### src/rtl/uld_pkg.sv
// Shared types and constants for the uLD descriptor issuer.
// Holds the unpacked descriptor struct, FSM states and word/bit layout.
package uld_pkg;

    // Descriptor word indices within one table entry.
    localparam int W_ID       = 0;
    localparam int W_DIMS     = 1;
    localparam int W_QUANT    = 2;
    localparam int W_IFMAP    = 3;
    localparam int W_WEIGHT   = 4;
    localparam int W_BIAS     = 5;
    localparam int W_OFMAP    = 6;
    localparam int DESC_WORDS = 7;

    // W0 bit positions.
    localparam int W0_ID_LSB     = 0;
    localparam int W0_TYPE_LSB   = 6;
    localparam int W0_INR_LSB    = 8;
    localparam int W0_INC_LSB    = 15;
    localparam int W0_STRIDE_LSB = 22;
    localparam int W0_PADT_LSB   = 24;
    localparam int W0_PADB_LSB   = 26;
    localparam int W0_PADL_LSB   = 28;
    localparam int W0_PADR_LSB   = 30;

    // W1 bit positions.
    localparam int W1_IND_LSB   = 0;
    localparam int W1_OUTK_LSB  = 11;
    localparam int W1_FLAGS_LSB = 22;

    // W2 bit positions.
    localparam int W2_QS_LSB = 0;

    typedef struct packed {
        logic [5:0]  layer_id;
        logic [1:0]  layer_type;
        logic [6:0]  in_R;
        logic [6:0]  in_C;
        logic [10:0] in_D;
        logic [10:0] out_K;
        logic [1:0]  stride;
        logic [1:0]  pad_T;
        logic [1:0]  pad_B;
        logic [1:0]  pad_L;
        logic [1:0]  pad_R;
        logic [31:0] base_ifmap;
        logic [31:0] base_weight;
        logic [31:0] base_bias;
        logic [31:0] base_ofmap;
        logic [3:0]  flags;
        logic [7:0]  quant_scale;
    } uld_t;

    typedef enum logic [2:0] {
        S_IDLE,
        S_REQ,
        S_WAIT,
        S_CHECK,
        S_ISSUE,
        S_RUN,
        S_DONE
    } state_e;

endpackage

### src/rtl/uld_field_unpack.sv
// Combinational unpack of seven raw descriptor words into uld_t.
// Ports: words (7x32 raw descriptor words), uld (unpacked fields).
module uld_field_unpack
    import uld_pkg::*;
(
    input  logic [DESC_WORDS-1:0][31:0] words,
    output uld_t                        uld
);

    // Reserved descriptor bits are deliberately dropped.
    logic unused_rsvd;
    assign unused_rsvd = ^{words[W_DIMS][31:26], words[W_QUANT][31:8]};

    always_comb begin
        uld             = '0;
        uld.layer_id    = words[W_ID][W0_ID_LSB +: 6];
        uld.layer_type  = words[W_ID][W0_TYPE_LSB +: 2];
        uld.in_R        = words[W_ID][W0_INR_LSB +: 7];
        uld.in_C        = words[W_ID][W0_INC_LSB +: 7];
        uld.stride      = words[W_ID][W0_STRIDE_LSB +: 2];
        uld.pad_T       = words[W_ID][W0_PADT_LSB +: 2];
        uld.pad_B       = words[W_ID][W0_PADB_LSB +: 2];
        uld.pad_L       = words[W_ID][W0_PADL_LSB +: 2];
        uld.pad_R       = words[W_ID][W0_PADR_LSB +: 2];
        uld.in_D        = words[W_DIMS][W1_IND_LSB +: 11];
        uld.out_K       = words[W_DIMS][W1_OUTK_LSB +: 11];
        uld.flags       = words[W_DIMS][W1_FLAGS_LSB +: 4];
        uld.quant_scale = words[W_QUANT][W2_QS_LSB +: 8];
        uld.base_ifmap  = words[W_IFMAP];
        uld.base_weight = words[W_WEIGHT];
        uld.base_bias   = words[W_BIAS];
        uld.base_ofmap  = words[W_OFMAP];
    end

endmodule

### src/rtl/uld_issuer.sv
// Fetches per-layer descriptors, validates and issues them to the decoder.
// Ports: clk/rst, start_i/desc_base_i/num_layers_i (job), mem_* (read port),
//        uLD_en_o + field outputs (decoder), layer_start_o/layer_done_i,
//        busy_o/done_o/err_o (status).
module uld_issuer
    import uld_pkg::*;
#(
    parameter int ADDR_W      = 32,
    parameter int DESC_STRIDE = 32
) (
    input  logic              clk,
    input  logic              rst,
    input  logic              start_i,
    input  logic [ADDR_W-1:0] desc_base_i,
    input  logic [6:0]        num_layers_i,
    output logic              mem_req_o,
    output logic [ADDR_W-1:0] mem_addr_o,
    input  logic              mem_gnt_i,
    input  logic              mem_rvalid_i,
    input  logic [31:0]       mem_rdata_i,
    output logic              uLD_en_o,
    output logic [5:0]        layer_id_o,
    output logic [1:0]        layer_type_o,
    output logic [6:0]        in_R_o,
    output logic [6:0]        in_C_o,
    output logic [10:0]       in_D_o,
    output logic [10:0]       out_K_o,
    output logic [1:0]        stride_o,
    output logic [1:0]        pad_T_o,
    output logic [1:0]        pad_B_o,
    output logic [1:0]        pad_L_o,
    output logic [1:0]        pad_R_o,
    output logic [31:0]       base_ifmap_o,
    output logic [31:0]       base_weight_o,
    output logic [31:0]       base_bias_o,
    output logic [31:0]       base_ofmap_o,
    output logic [3:0]        flags_o,
    output logic [7:0]        quant_scale_o,
    output logic              layer_start_o,
    input  logic              layer_done_i,
    output logic              busy_o,
    output logic              done_o,
    output logic              err_o
);

    localparam logic [ADDR_W-1:0] STRIDE_A = ADDR_W'(DESC_STRIDE);

    state_e                      state_q;
    state_e                      state_d;
    logic [ADDR_W-1:0]           base_q;
    logic [6:0]                  count_q;
    logic [6:0]                  layer_idx_q;
    logic [6:0]                  layer_idx_inc;
    logic [2:0]                  word_idx_q;
    logic [DESC_WORDS-1:0][31:0] shadow_q;
    uld_t                        shadow_uld;
    uld_t                        out_q;
    logic                        err_q;
    logic                        run_first_q;
    logic                        bad;
    logic                        last_word;
    logic [ADDR_W-1:0]           addr;

    uld_field_unpack u_unpack (
        .words (shadow_q),
        .uld   (shadow_uld)
    );

    assign layer_idx_inc = layer_idx_q + 7'd1;
    assign last_word     = (word_idx_q == 3'(W_OFMAP));

    // Descriptors the decoder cannot tile are rejected before issue.
    assign bad = (shadow_uld.stride == 2'd0)
              || (shadow_uld.in_R == 7'd0)
              || (shadow_uld.in_C == 7'd0);

    // Wraps modulo 2^ADDR_W by construction.
    assign addr = base_q
                + (ADDR_W'(layer_idx_q) * STRIDE_A)
                + ADDR_W'({word_idx_q, 2'b00});

    // State register.
    always_ff @(posedge clk) begin
        if (rst) begin
            state_q <= S_IDLE;
        end else begin
            state_q <= state_d;
        end
    end

    // Next-state logic.
    always_comb begin
        state_d = state_q;
        unique case (state_q)
            S_IDLE: begin
                if (start_i) begin
                    state_d = (num_layers_i == 7'd0) ? S_DONE : S_REQ;
                end
            end
            S_REQ: begin
                if (mem_gnt_i) begin
                    state_d = S_WAIT;
                end
            end
            S_WAIT: begin
                if (mem_rvalid_i) begin
                    state_d = last_word ? S_CHECK : S_REQ;
                end
            end
            S_CHECK: state_d = bad ? S_IDLE : S_ISSUE;
            S_ISSUE: state_d = S_RUN;
            S_RUN: begin
                if (layer_done_i) begin
                    state_d = (layer_idx_inc == count_q) ? S_DONE : S_REQ;
                end
            end
            S_DONE:  state_d = S_IDLE;
            default: state_d = S_IDLE;
        endcase
    end

    // Outputs decoded from state.
    always_comb begin
        mem_req_o     = 1'b0;
        mem_addr_o    = '0;
        uLD_en_o      = 1'b0;
        layer_start_o = 1'b0;
        done_o        = 1'b0;
        busy_o        = 1'b1;
        unique case (state_q)
            S_IDLE: busy_o = 1'b0;
            S_REQ: begin
                mem_req_o  = 1'b1;
                mem_addr_o = addr;
            end
            S_ISSUE: uLD_en_o = 1'b1;
            S_RUN:   layer_start_o = run_first_q;
            S_DONE:  done_o = 1'b1;
            default: ;
        endcase
    end

    // Job registers, shadow capture and the issued field bank.
    // The field bank loads on the edge into ISSUE so it is valid
    // in the same cycle as uLD_en_o.
    always_ff @(posedge clk) begin
        if (rst) begin
            base_q      <= '0;
            count_q     <= '0;
            layer_idx_q <= '0;
            word_idx_q  <= '0;
            shadow_q    <= '0;
            out_q       <= '0;
            err_q       <= 1'b0;
            run_first_q <= 1'b0;
        end else begin
            run_first_q <= (state_q == S_ISSUE);
            unique case (state_q)
                S_IDLE: begin
                    if (start_i) begin
                        base_q      <= desc_base_i;
                        count_q     <= num_layers_i;
                        err_q       <= 1'b0;
                        layer_idx_q <= '0;
                        word_idx_q  <= '0;
                    end
                end
                S_WAIT: begin
                    if (mem_rvalid_i) begin
                        shadow_q[word_idx_q] <= mem_rdata_i;
                        if (!last_word) begin
                            word_idx_q <= word_idx_q + 3'd1;
                        end
                    end
                end
                S_CHECK: begin
                    if (bad) begin
                        err_q <= 1'b1;
                    end else begin
                        out_q <= shadow_uld;
                    end
                end
                S_RUN: begin
                    if (layer_done_i) begin
                        layer_idx_q <= layer_idx_inc;
                        word_idx_q  <= '0;
                    end
                end
                default: ;
            endcase
        end
    end

    assign err_o         = err_q;
    assign layer_id_o    = out_q.layer_id;
    assign layer_type_o  = out_q.layer_type;
    assign in_R_o        = out_q.in_R;
    assign in_C_o        = out_q.in_C;
    assign in_D_o        = out_q.in_D;
    assign out_K_o       = out_q.out_K;
    assign stride_o      = out_q.stride;
    assign pad_T_o       = out_q.pad_T;
    assign pad_B_o       = out_q.pad_B;
    assign pad_L_o       = out_q.pad_L;
    assign pad_R_o       = out_q.pad_R;
    assign base_ifmap_o  = out_q.base_ifmap;
    assign base_weight_o = out_q.base_weight;
    assign base_bias_o   = out_q.base_bias;
    assign base_ofmap_o  = out_q.base_ofmap;
    assign flags_o       = out_q.flags;
    assign quant_scale_o = out_q.quant_scale;

endmodule

### config.mk
export PLATFORM = sky130hd
export DESIGN_NAME = uld_issuer
export DESIGN_NICKNAME = d
export VERILOG_FILES = /design/src/rtl/uld_pkg.sv /design/src/rtl/uld_field_unpack.sv /design/src/rtl/uld_issuer.sv
export SDC_FILE = /design/constraint.sdc
export NUM_CORES = 1
export LEC_CHECK = 0
export ABC_AREA = 1
export BUFFER_PORTS_ARGS = -buffer_cell sky130_fd_sc_hd__clkbuf_2
export CAP_MARGIN = 20
export CORE_AREA = 2 2 236 238
export CTS_BUF_LIST = sky130_fd_sc_hd__clkbuf_8
export DETAILED_ROUTE_END_ITERATION = 10
export DIE_AREA = 0 0 238 240
export PLACE_DENSITY_LB_ADDON = 0.05
export SYNTH_ARGS = -nofsm -noshare
export SYNTH_HDL_FRONTEND = slang
export SYNTH_SLANG_ARGS = --single-unit
### constraint.sdc
create_clock -name clk -period 8.7 [get_ports clk]
set_clock_uncertainty 0.15 [all_clocks]
set_input_delay 2.175 -clock clk [delete_from_list [all_inputs] [get_ports clk]]
set_output_delay 2.175 -clock clk [all_outputs]
set_load 0.03 [all_outputs]
# After elaboration in Yosys (flattened, before gate mapping)
# Index checks and enable logic that the tools add are counted.
# Widths: inputs -> output; s select.
[word_totals] inputBits=77 ff_bits=472
[classes] mux=29 n_eq_ne=14 reduce_logical=18 add_sub_neg=4 order_cmp=2 n_bitwise=1
[ops] cell="$bwmux 224" n=1
[ops] cell="$demux 32 s3" n=1
[ops] cell="$mux 32" n=2
[ops] cell="$mux 3" n=11
[ops] cell="$add 32x12->32" n=1
[ops] cell="$add 32x5->32" n=1
[ops] cell="$logic_not 7->1" n=3
[ops] cell="$pmux 3 s6" n=1
[ops] cell="$mux 7" n=2
[ops] cell="$pmux 7 s2" n=1
[ops] cell="$eq 3x3->1 const B" n=4
[ops] cell="$ne 2x2->1 const B" n=6
[ops] cell="$pmux 3 s3" n=1
[ops] cell="$add 7x1->7 const B" n=1
[ops] cell="$eq 7x7->1" n=1
[ops] cell="$mux 1" n=7
[ops] cell="$eq 3x2->1 const B" n=2
[ops] cell="$reduce_and 2->1" n=3
[ops] cell="$reduce_and 3->1" n=2
[ops] cell="$reduce_and 5->1" n=1
[ops] cell="$lt 3x4->1 const B" n=1
[ops] cell="$reduce_and 4->1" n=1
[ops] cell="$reduce_bool 2->1" n=2
[ops] cell="$add 3x1->3 const B" n=1
[ops] cell="10 further kinds" n=11

# Depth between registers and ports, before layout
# Gate-level depths: netlist of run 1.
[depth] depth_word=5 ltp_mapped=14 depth_no_buf=14

# Hierarchy
# Synthesis of run 1 repeated with hierarchy kept, for this count alone.
[hier_totals] hier_cells=2394 area_unflattened_um2=19092.1
[modules_own_cells] module="uld_issuer" instances=1 area_per_inst_um2=17635.7 cells_each=2200
[modules_own_cells] module="uld_field_unpack" instances=1 area_per_inst_um2=1456.4 cells_each=194

# Worst setup path before layout of run 1
# Ideal clock, no wire load.
[synth_timing] path_kind="reg-to-output" from="reg word_idx_q[0]" to="out mem_addr_o[26]" required_time_ps=6375 t_arrival_ps=2404 path_buffers=0 slack_ps=3971 path_stages_with_launch=9 cell_sequence="dfxtp_1 ha_1 inv_1 fa_1 o31ai_1 nand3b_1 nand2_1 a31oi_1 nor3_1"
[synth_via] elab_chain_cells=2
[synth_rtl] element="start: declaration" line_no="uld_issuer.sv:54" source="logic [2:0] word_idx_q;"
[synth_rtl] element="start signal: assignment" line_no="uld_issuer.sv:172" source="word_idx_q <= word_idx_q + 3'd1;"
[synth_rtl] element="$add 32x5->32" line_no="uld_issuer.sv:80" source="+ ADDR_W'({word_idx_q, 2'b00});"
[synth_rtl] element="$mux 32" line_no="uld_issuer.sv:130" source="unique case (state_q)"
[synth_rtl] element="end: declaration" line_no="uld_issuer.sv:17" source="output logic [ADDR_W-1:0] mem_addr_o,"
# Every way passes these cells.

# Worst setup path after layout of run 1
[layout_timing] from="reg word_idx_q[0]" to="out mem_addr_o[30]"
# The elaborated chain is that of the path after synthesis.

==> results.toml, run 1 <==
[status]
status = "finished, final reports clean"

[floorplan]
io_pins = 309
fp.dieH_um = 240
die_w_um = 238
rows = 86
die_area_um2 = 57120
core-area_um2 = 54660
start_util_pct = 30.72

[route]
ant_nets = 0
drtPass1Iterations = 5
routed-via-count = 15630
via_per_inst = 4.780
wirelength_um = 61280
drtIter0Drc = 958
drc = 0
wire_per_inst_um = 18.74

[yosys]
synth-async-reset-ratio_pct = 0
yosys_most_used_dff = "dfxtp_1"
synth_cell_types = 42
syn_area_per_cell_um2 = 7.463
synth-seq-cells = 442
synth_area_leaders = "dfxtp_1, nor2_1, o21ai_0"
ys_seq_area_share_pct = 52.69
yosys.area.top_type = "dfxtp_1"
synth_top_area_share_pct = 52.69
yosys_warnings = 0
synth-edff-count = 0
synth_fp_nets = 2341
syn_inst = 2250
mappedNetlistArea_um2 = 16790

[critical_path]
reg2reg_slack_ns = 5.65
cp.arrival_ns = 3.16
critPathLaunchType = "flop"
critical_path_required_ns = 6.38
path_max_fanout = 5
critPathCaptureType = "output port"
crit_type = "flop to output port"

[placed_design]
dp_hpwl_um = 37850
port_buffers = 308
gp_congestion = 0.8788

[timing]
max-slew-margin-rel_pct = 31.25
hold_viol = 0
max_slew.worst_pin.slew_ns = 1.031
setup_viol = 0
rsz0062_at_grt = "no"
fin_setup_tns_ns = 0
final-max-slew-violation-count = 0
min_period_over_period_pct = 63.09
max_freq_mhz = 182.2
fin_crit_ns = 5.489

[hold_path]
min-delay-path-class = "flop to flop"

[cells_and_area]
drive_gt1_share_pct = 17.58
fillers = 5837
final_common_cell = "nor2_1"
finish.utilization_pct = 37.19
nets = 2610
final_cell_mix = "nor2_1, dfxtp_1, o21ai_0, clkbuf_2, nand2_1"
syn2layout_area_growth_pct = 21.06

[cts]
clk_pin_slew_ns = 0.05
cts_hold_buf = 0
max-clock-path-buffers = 3
insertion_delay_ns = 0.64
cts_tree = "built"
htree_levels = 3
post-cts-setup-buffers = 0
ctsResizeCount = 0
clock-sinks = 442
numCtsBuffers = 82
cts.root.buffer_cell = "clkbuf_8"

[power]
vdd.ir_drop.worst_mv = 0.1069
p_leak_uw = 0.009894
power_uw = 4457
power_density_nw_per_um2 = 219.2

[global_route]
grt_overflow = 0
grtUsageTotal_pct = 21.15
grt_first_pass_wirelength_um = 92230
grt_pass1_vias = 15069
antenna_found_initial = 1
grt_max_degree = 226

[flow_run]
drv_cap = 0
[sequential cells by signal, summed over array words and instances, names as in the netlist, 4 cells and up]
| signal | count |
|---|---|
| base_bias_o | 32 |
| base_ifmap_o | 32 |
| base_ofmap_o | 32 |
| base_q | 32 |
| base_weight_o | 32 |
| count_q | 7 |
| flags_o | 4 |
| in_C_o | 7 |
| in_D_o | 11 |
| in_R_o | 7 |
| layer_id_o | 6 |
| layer_idx_q | 7 |
| out_K_o | 11 |
| quant_scale_o | 8 |
| shadow_q | 194 |
[Yosys cell counts (2+ instances only)]
library cell  count
nor2_1          828
clkbuf_1         94
nor3b_1           2
o21ai_1          30
ha_1             13
dfxtp_1         442
nor4_1            3
nand3_1          50
buf_6             6
a21oi_1          85
nor2_2            3
o21ai_0         409
nand4_1           7
xnor2_1           2
nor3_1           18
inv_1            69
buf_2            36
a21o_1            3
nand3b_1          2
xor2_1            5
nand2_1         114
nor2_4            2
inv_2             7
nand2_4           2
[layer usage]
| metal | vias up | track usage (%) | wire length (um) |
|---|---|---|---|
| li1 | 7826 | - | - |
| met1 | 7358 | 27.39 | 27920 |
| met2 | 371 | 34.67 | 28300 |
| met3 | 75 | 5.465 | 3917 |
| met4 | 0 | 6.269 | 1133 |
| met5 | - | 0 | 0 |
[kinds of logic after synthesis]
kind of cell	after synthesis	share of synthesized area (%)
AOI/OAI and AO/OA	535	16.11
xor gates and xnor gates	7	0.3651
adders and majority gates	14	1.088
buffers and inverters	215	5.387
DFF	442	52.69
and+or+nand+nor	1037	24.36
[per-stage QoR]
stage | worst slack [ns] | area, um2 | hold WS (ns) | instances
6_report | 3.211 | 20330 | 0.3107 | 3270
5_1_grt | 2.851 | 20330 | 0.3341 | 3270
4_1_cts | 3.137 | 20270 | 0.3142 | 3267
3_5_place_dp | 3.827 | 18780 | 0.3062 | 3137
3_3_place_gp | 3.821 | 18730 | 0.2912 | 3135
2_1_floorplan | 3.971 | 16790 | 0.2800 | 2250
[power breakdown]
part,total (uW),leakage [uW],switching [uW],internal [uW]
Combinational,453,0.00547,338,115
Sequential,2130,0.00357,44.9,2080
Clock,1880,0.000858,869,1010
Total,4460,0.00989,1250,3200
[final timing paths]
kind,endpoint,cells after the start,start
worst max-delay path,mem_addr_o[30],11,word_idx_q[0]$_SDFFE_PP0P_
worst min-delay path,base_q[1]$_SDFFE_PP0P_,2,base_q[1]$_SDFFE_PP0P_
worst max register to register,base_weight_o[10]$_SDFFE_PP0P_,8,shadow_q[8]$_SDFFE_PP0P_
worst min register to register,base_q[1]$_SDFFE_PP0P_,2,base_q[1]$_SDFFE_PP0P_
[final cells by class]
class | instances | area, um2 | share of cell area [%]
clock buffer | 98 | 1349 | 6.635
antenna | 1 | 2.502 | 0.01231
inverter | 77 | 301.5 | 1.483
timing repair buffer | 323 | 1759 | 8.653
multi-input combinational | 1593 | 7049 | 34.68
tap | 704 | 880.8 | 4.333
sequential | 442 | 8848 | 43.53
clock inverter | 32 | 138.9 | 0.6832
[critical path: stages (launching register included)]
cell	delay, ns
dfxtp_1	0.44
ha_1	0.23
inv_1	0.07
fa_1	0.39
o31ai_1	0.46
nand3b_1	0.14
nand2_1	0.17
nand2_1	0.14
nor2_1	0.11
o21ai_0	0.07
nor2_1	0.10
clkbuf_2	0.21
Note: power is estimated with default switching activity, not from simulation.
==> run 2, diff against run 1 <==
==> constraint.sdc (replaced) <==
create_clock -name clk -period 5.5 [get_ports clk]
set_clock_uncertainty 0.15 [all_clocks]
set_input_delay 1.375 -clock clk [delete_from_list [all_inputs] [get_ports clk]]
set_output_delay 1.375 -clock clk [all_outputs]
set_load 0.03 [all_outputs]
==> run 2 against run 1 <==
- utilization is 0.071 points higher
- critical path type unchanged
- sequential share of layout area is 0.083 points lower
- setup slack worse by 2.5 ns
==> results.toml, run 2 (synthesis gave the netlist of run 1 again) <==
[status]
status = "finished, final reports clean"

[route]
wirelength_um = 62630
routed-via-count = 15651
wire_per_inst_um = 19.06
via_per_inst = 4.764
drtIter0Drc = 933
drtPass1Iterations = 5
ant_nets = 0
drc = 0

[global_route]
grt_max_degree = 182
grt_pass1_vias = 15033
grt_overflow = 0
grt_first_pass_wirelength_um = 92760
grt_util_met3_pct = 6.039
grtUsageTotal_pct = 21.44
busiest_layer = "met2"
grtUsageMet2_pct = 35.46
antenna_found_initial = 0
grtUsageMet1_pct = 27.36

[critical_path]
critPathLaunchType = "flop"
r2r_cells = 8
crit_type = "flop to output port"
path_max_fanout = 5
critPathCaptureType = "output port"
slowest_stage = "o31ai_1"
cp.arrival_ns = 3.31
critical_path_required_ns = 3.97
cpPeakStageDelay_ns = 0.51
crit_chain = "ha_1 -> inv_1 -> fa_1 -> o31ai_1 -> nand3b_1 -> nand2_1 -> nand2_1 -> nor2_1 -> o21ai_0 -> nor2_1 -> clkbuf_2"

[timing]
max_freq_mhz = 206.9
fin_setup_tns_ns = 0
rsz0062_at_grt = "no"
min_period_over_period_pct = 87.86
hold_viol = 0
max_slew.worst_pin.slew_ns = 1.039
fin_crit_ns = 4.832
final-max-slew-violation-count = 0
max-slew-margin-rel_pct = 30.67
setup_viol = 0

[floorplan]
fp.dieH_um = 240
io_pins = 309
die_area_um2 = 57120
start_util_pct = 30.72
die_w_um = 238
rows = 86
core-area_um2 = 54660

[cts]
htree_levels = 3
clk_pin_slew_ns = 0.05
cts_tree = "built"
clock-sinks = 442
numCtsBuffers = 83
max-clock-path-buffers = 3
cts.root.buffer_cell = "clkbuf_8"
ctsResizeCount = 0
insertion_delay_ns = 0.66
cts_hold_buf = 0
post-cts-setup-buffers = 0

[cells_and_area]
syn2layout_area_growth_pct = 21.30
finish.utilization_pct = 37.26
top_register = "shadow_q"
largest_register_ffs = 194
nets = 2617
antenna_cells = 0
fillers = 5877
final_common_cell = "nor2_1"
drive_gt1_share_pct = 17.40
final_area_um2 = 20370
final_cell_mix = "nor2_1, dfxtp_1, o21ai_0, clkbuf_2, nand2_1"

[placed_design]
port_buffers = 308
dpl_cell_area_um2 = 18850
gp_congestion = 0.8342
dp_hpwl_um = 40030

[power]
power_density_nw_per_um2 = 348.1
p_leak_uw = 0.009977
vdd.ir_drop.worst_mv = 0.2132

[flow_run]
drv_cap = 0

[hold_path]
min-delay-path-class = "flop to flop"
whs_path_depth = 2
-- run 2: changes by cell type in the layout (fill, tap and decap cells not counted), sizes merged --
cell,before,now
inv,100,120
buf,15,21
clkbuf,406,400
clkinv,8,3
bufinv,0,1
diode,1,0
-- run 2: worst max-delay path: cells and delay by family, from the launching register on --
kind	cells	cell delay (ns)
DFF	1	0.46
buffers and inverters	2	0.28
adders and majority gates	2	0.63
AOI/OAI and AO/OA	2	0.59
and+or+nand+nor	5	0.68
-- run 2: cell type report --
class	count	area, um2	area share, %
Clock inverter	48	250.2	1.229
Multi-Input combinational cell	1593	7049	34.61
Sequential cell	442	8848	43.44
Inverter	77	301.5	1.480
Clock buffer	92	1266	6.217
Timing Repair Buffer	329	1772	8.698
Tap cell	704	880.8	4.325
-- run 2: layer usage --
metal / wire length (um) / share of wire [%] / vias up
met4: 1270 / 2.0 / 0
met5: 0 / 0 / -
met3: 4171 / 6.7 / 94
met2: 29270 / 47 / 394
met1: 27920 / 45 / 7315
li1: - / - / 7848
-- run 2: metrics by stage --
step / std cells / hold slack [ns] / total power [uW] / setup slack [ns]
finish: 3285 / 0.3054 / 7090 / 0.6677
global route: 3285 / 0.3248 / 7433 / 0.3691
CTS: 3285 / 0.3050 / 7214 / 0.6139
detailed placement: 3145 / 0.2959 / 4167 / 1.365
global placement: 3142 / 0.2899 / 4166 / 1.355
floorplan: 2250 / 0.2800 / 3873 / 1.571
-- run 2: power breakdown --
| group | leakage [uW] | switching (uW) | internal, uW |
|---|---|---|---|
| Combinational | 0.00549 | 542 | 184 |
| Clock | 0.000921 | 1420 | 1570 |
| Sequential | 0.00357 | 71.1 | 3300 |
-- run 2: final timing paths --
path	start	endpoint	slack, ns
max	word_idx_q[0]$_SDFFE_PP0P_	mem_addr_o[30]	0.67
min	base_q[1]$_SDFFE_PP0P_	base_q[1]$_SDFFE_PP0P_	0.31
max reg2reg	shadow_q[9]$_SDFFE_PP0P_	base_weight_o[6]$_SDFFE_PP0P_	2.46
min reg2reg	base_q[1]$_SDFFE_PP0P_	base_q[1]$_SDFFE_PP0P_	0.31
==> run 3, diff against run 2 <==
--- a/config.mk
+++ b/config.mk
@@ -6,13 +6,14 @@
 export NUM_CORES = 1
 export LEC_CHECK = 0
 export ABC_AREA = 1
-export BUFFER_PORTS_ARGS = -buffer_cell sky130_fd_sc_hd__clkbuf_2
 export CAP_MARGIN = 20
 export CORE_AREA = 2 2 236 238
 export CTS_BUF_LIST = sky130_fd_sc_hd__clkbuf_8
 export DETAILED_ROUTE_END_ITERATION = 10
 export DIE_AREA = 0 0 238 240
+export DONT_BUFFER_PORTS = 1
 export PLACE_DENSITY_LB_ADDON = 0.05
+export RECOVER_POWER = 100
 export SYNTH_ARGS = -nofsm -noshare
 export SYNTH_HDL_FRONTEND = slang
 export SYNTH_SLANG_ARGS = --single-unit
==> run 3 against run 2 <==
- the run now ends with max-capacitance violations, max-slew violations left
- first-iteration DRC count decreased by 20%
- via count decreased by 7.6%
- register-to-register slack got worse by 1.5 ns
- clock power increased by 4%
- clock-buffer cell count increased by 9
- cell area decreased by 7.6%
- utilization decreased by 2.8 points
- critical path depth decreased by 3
- global-route usage decreased by 0.30 points
- largest cell class unchanged
- highest routed layer unchanged
==> results.toml, run 3 (synthesis gave the netlist of run 1 again) <==
[status]
status = "complete, but fails checks"
violations = "max-capacitance violations, max-slew violations"

[cts]
cts_tree = "built"
cts_hold_buf = 0
cts.root.buffer_cell = "clkbuf_8"
htree_levels = 3
max-clock-path-buffers = 3
numCtsBuffers = 84
clock-sinks = 442
post-cts-setup-buffers = 0
clk_pin_slew_ns = 0.05
ctsResizeCount = 0
insertion_delay_ns = 0.67

[power]
vdd.ir_drop.worst_mv = 0.1553
internal-power_uw = 5096
seqPwrFrac_pct = 47.7
clkPwrFrac_pct = 44.1
power_density_nw_per_um2 = 374.7
pwr-share-comb_pct = 8.1
power_switching_uw = 1956
power.share.switching_pct = 27.73
p_leak_uw = 0.008544

[route]
wirelength_um = 61390
via_per_inst = 4.845
drtPass1Iterations = 8
ant_nets = 0
routed-via-count = 14454
drc = 0
drtIter0Drc = 751
wire_per_inst_um = 20.58

[cells_and_area]
seq_area_um2 = 8848
final_common_cell = "nor2_1"
syn2layout_area_growth_pct = 12.06
instances_no_fill = 2983
nets = 2307
multiInputGateArea_um2 = 7018
top_register = "shadow_q"
largest_register_ffs = 194
drive_gt1_share_pct = 6.017
fillers = 5930
final_cell_mix = "nor2_1, dfxtp_1, o21ai_0, nand2_1, inv_1"

[timing]
fin_setup_tns_ns = 0
max_slew.worst_pin.slew_ns = 3.492
min_period_over_period_pct = 91.56
max-slew-margin-rel_pct = -132.8
fin_crit_ns = 5.036
hold_viol = 0
max_freq_mhz = 198.6
final-max-slew-violation-count = 702
setup_viol = 0
rsz0062_at_grt = "no"

[critical_path]
crit_type = "flop to output port"
critical_path_required_ns = 3.97
cp.arrival_ns = 3.51
critPathCaptureType = "output port"
path_max_fanout = 5
critPathLaunchType = "flop"

[floorplan]
io_pins = 309
rows = 86
fp.dieH_um = 240
start_util_pct = 30.72
die_w_um = 238
die_area_um2 = 57120
core-area_um2 = 54660

[placed_design]
gp_congestion = 0.8435
dp_cells = 2833
port_buffers = 0
dp_hpwl_um = 38140

[global_route]
grt_pass1_vias = 13776
grtUsageTotal_pct = 21.13
grt_first_pass_wirelength_um = 90560
antenna_found_initial = 2
grt_max_degree = 201
grt_overflow = 0

[flow_run]
drv_cap = 8

[hold_path]
min-delay-path-class = "flop to flop"
==> run 3: changes by cell type in the layout (fill, tap and decap cells not counted), moves of 2 or more <==
| cell | change |
|---|---|
| inv_2 | -3 |
| nor2_2 | -2 |
| o21ai_0 | +28 |
| clkbuf_1 | +8 |
| clkbuf_2 | -307 |
| inv_1 | -6 |
| diode_2 | +2 |
| clkbuf_8 | +9 |
| o21ai_1 | -28 |
| nor2_1 | +3 |
| clkinv_2 | +5 |
| clkinvlp_4 | +4 |
| buf_4 | -12 |
==> run 3: worst paths after layout <==
kind                                            startpoint                endpoint  slack [ns]  depth (start not counted)
worst max-delay path            word_idx_q[0]$_SDFFE_PP0P_          mem_addr_o[26]        0.46                          8
worst min-delay path                base_q[1]$_SDFFE_PP0P_  base_q[1]$_SDFFE_PP0P_        0.31                          2
worst min register to register      base_q[1]$_SDFFE_PP0P_  base_q[1]$_SDFFE_PP0P_        0.31                          2
worst max register to register     state_q[0]$_SDFFE_PP0P_  in_C_o[0]$_SDFFE_PP0P_        1.00                          7
==> run 3: per-stage QoR <==
step	setup slack (ns)	hold WS (ns)	utilization (%)	cell area, um2	power [uW]
floorplan	1.571	0.2800	-	16790	3873
global placement	1.206	0.2984	31.53	17230	4035
detailed placement	1.184	0.3036	31.63	17290	4038
CTS	0.4262	0.3034	34.58	18900	7209
global route	0.2443	0.3315	34.42	18810	7407
finish	0.4640	0.3069	34.42	18820	7052
==> run 3: area by class of cell <==
cell class,count,share of cell area [%]
Sequential cell,442,47.02
Multi-Input combinational cell,1593,37.30
Clock buffer,101,7.387
Tap cell,704,4.681
Inverter,77,1.569
Clock inverter,46,1.204
Timing Repair Buffer,18,0.8112
Antenna cell,2,0.02660
==> run 3: layer usage <==
metal	global-route usage, %	routed length (um)	up-vias
met3	7.876	5431	61
met4	6.629	1150	0
met5	0	0	-
li1	-	-	7237
met2	34.20	28600	392
met1	26.07	26210	6764
==> run 3: power by group through the flow <==
stage,Combinational (uW),Sequential [uW],Clock (uW)
6_report,574,3370,3110
5_1_grt,649,3380,3380
4_1_cts,603,3370,3240
3_5_place_dp,602,3440,0
3_3_place_gp,599,3440,0
2_1_floorplan,457,3420,0
==> run 3: critical path: stages (launching register included) <==
cell and delay, ns:
dfxtp_1 0.46, ha_1 0.25, inv_1 0.07, fa_1 0.39, o31ai_1 0.51, nand3b_1 0.12
nand2_1 0.20, a31oi_1 0.12, nor3_1 0.74
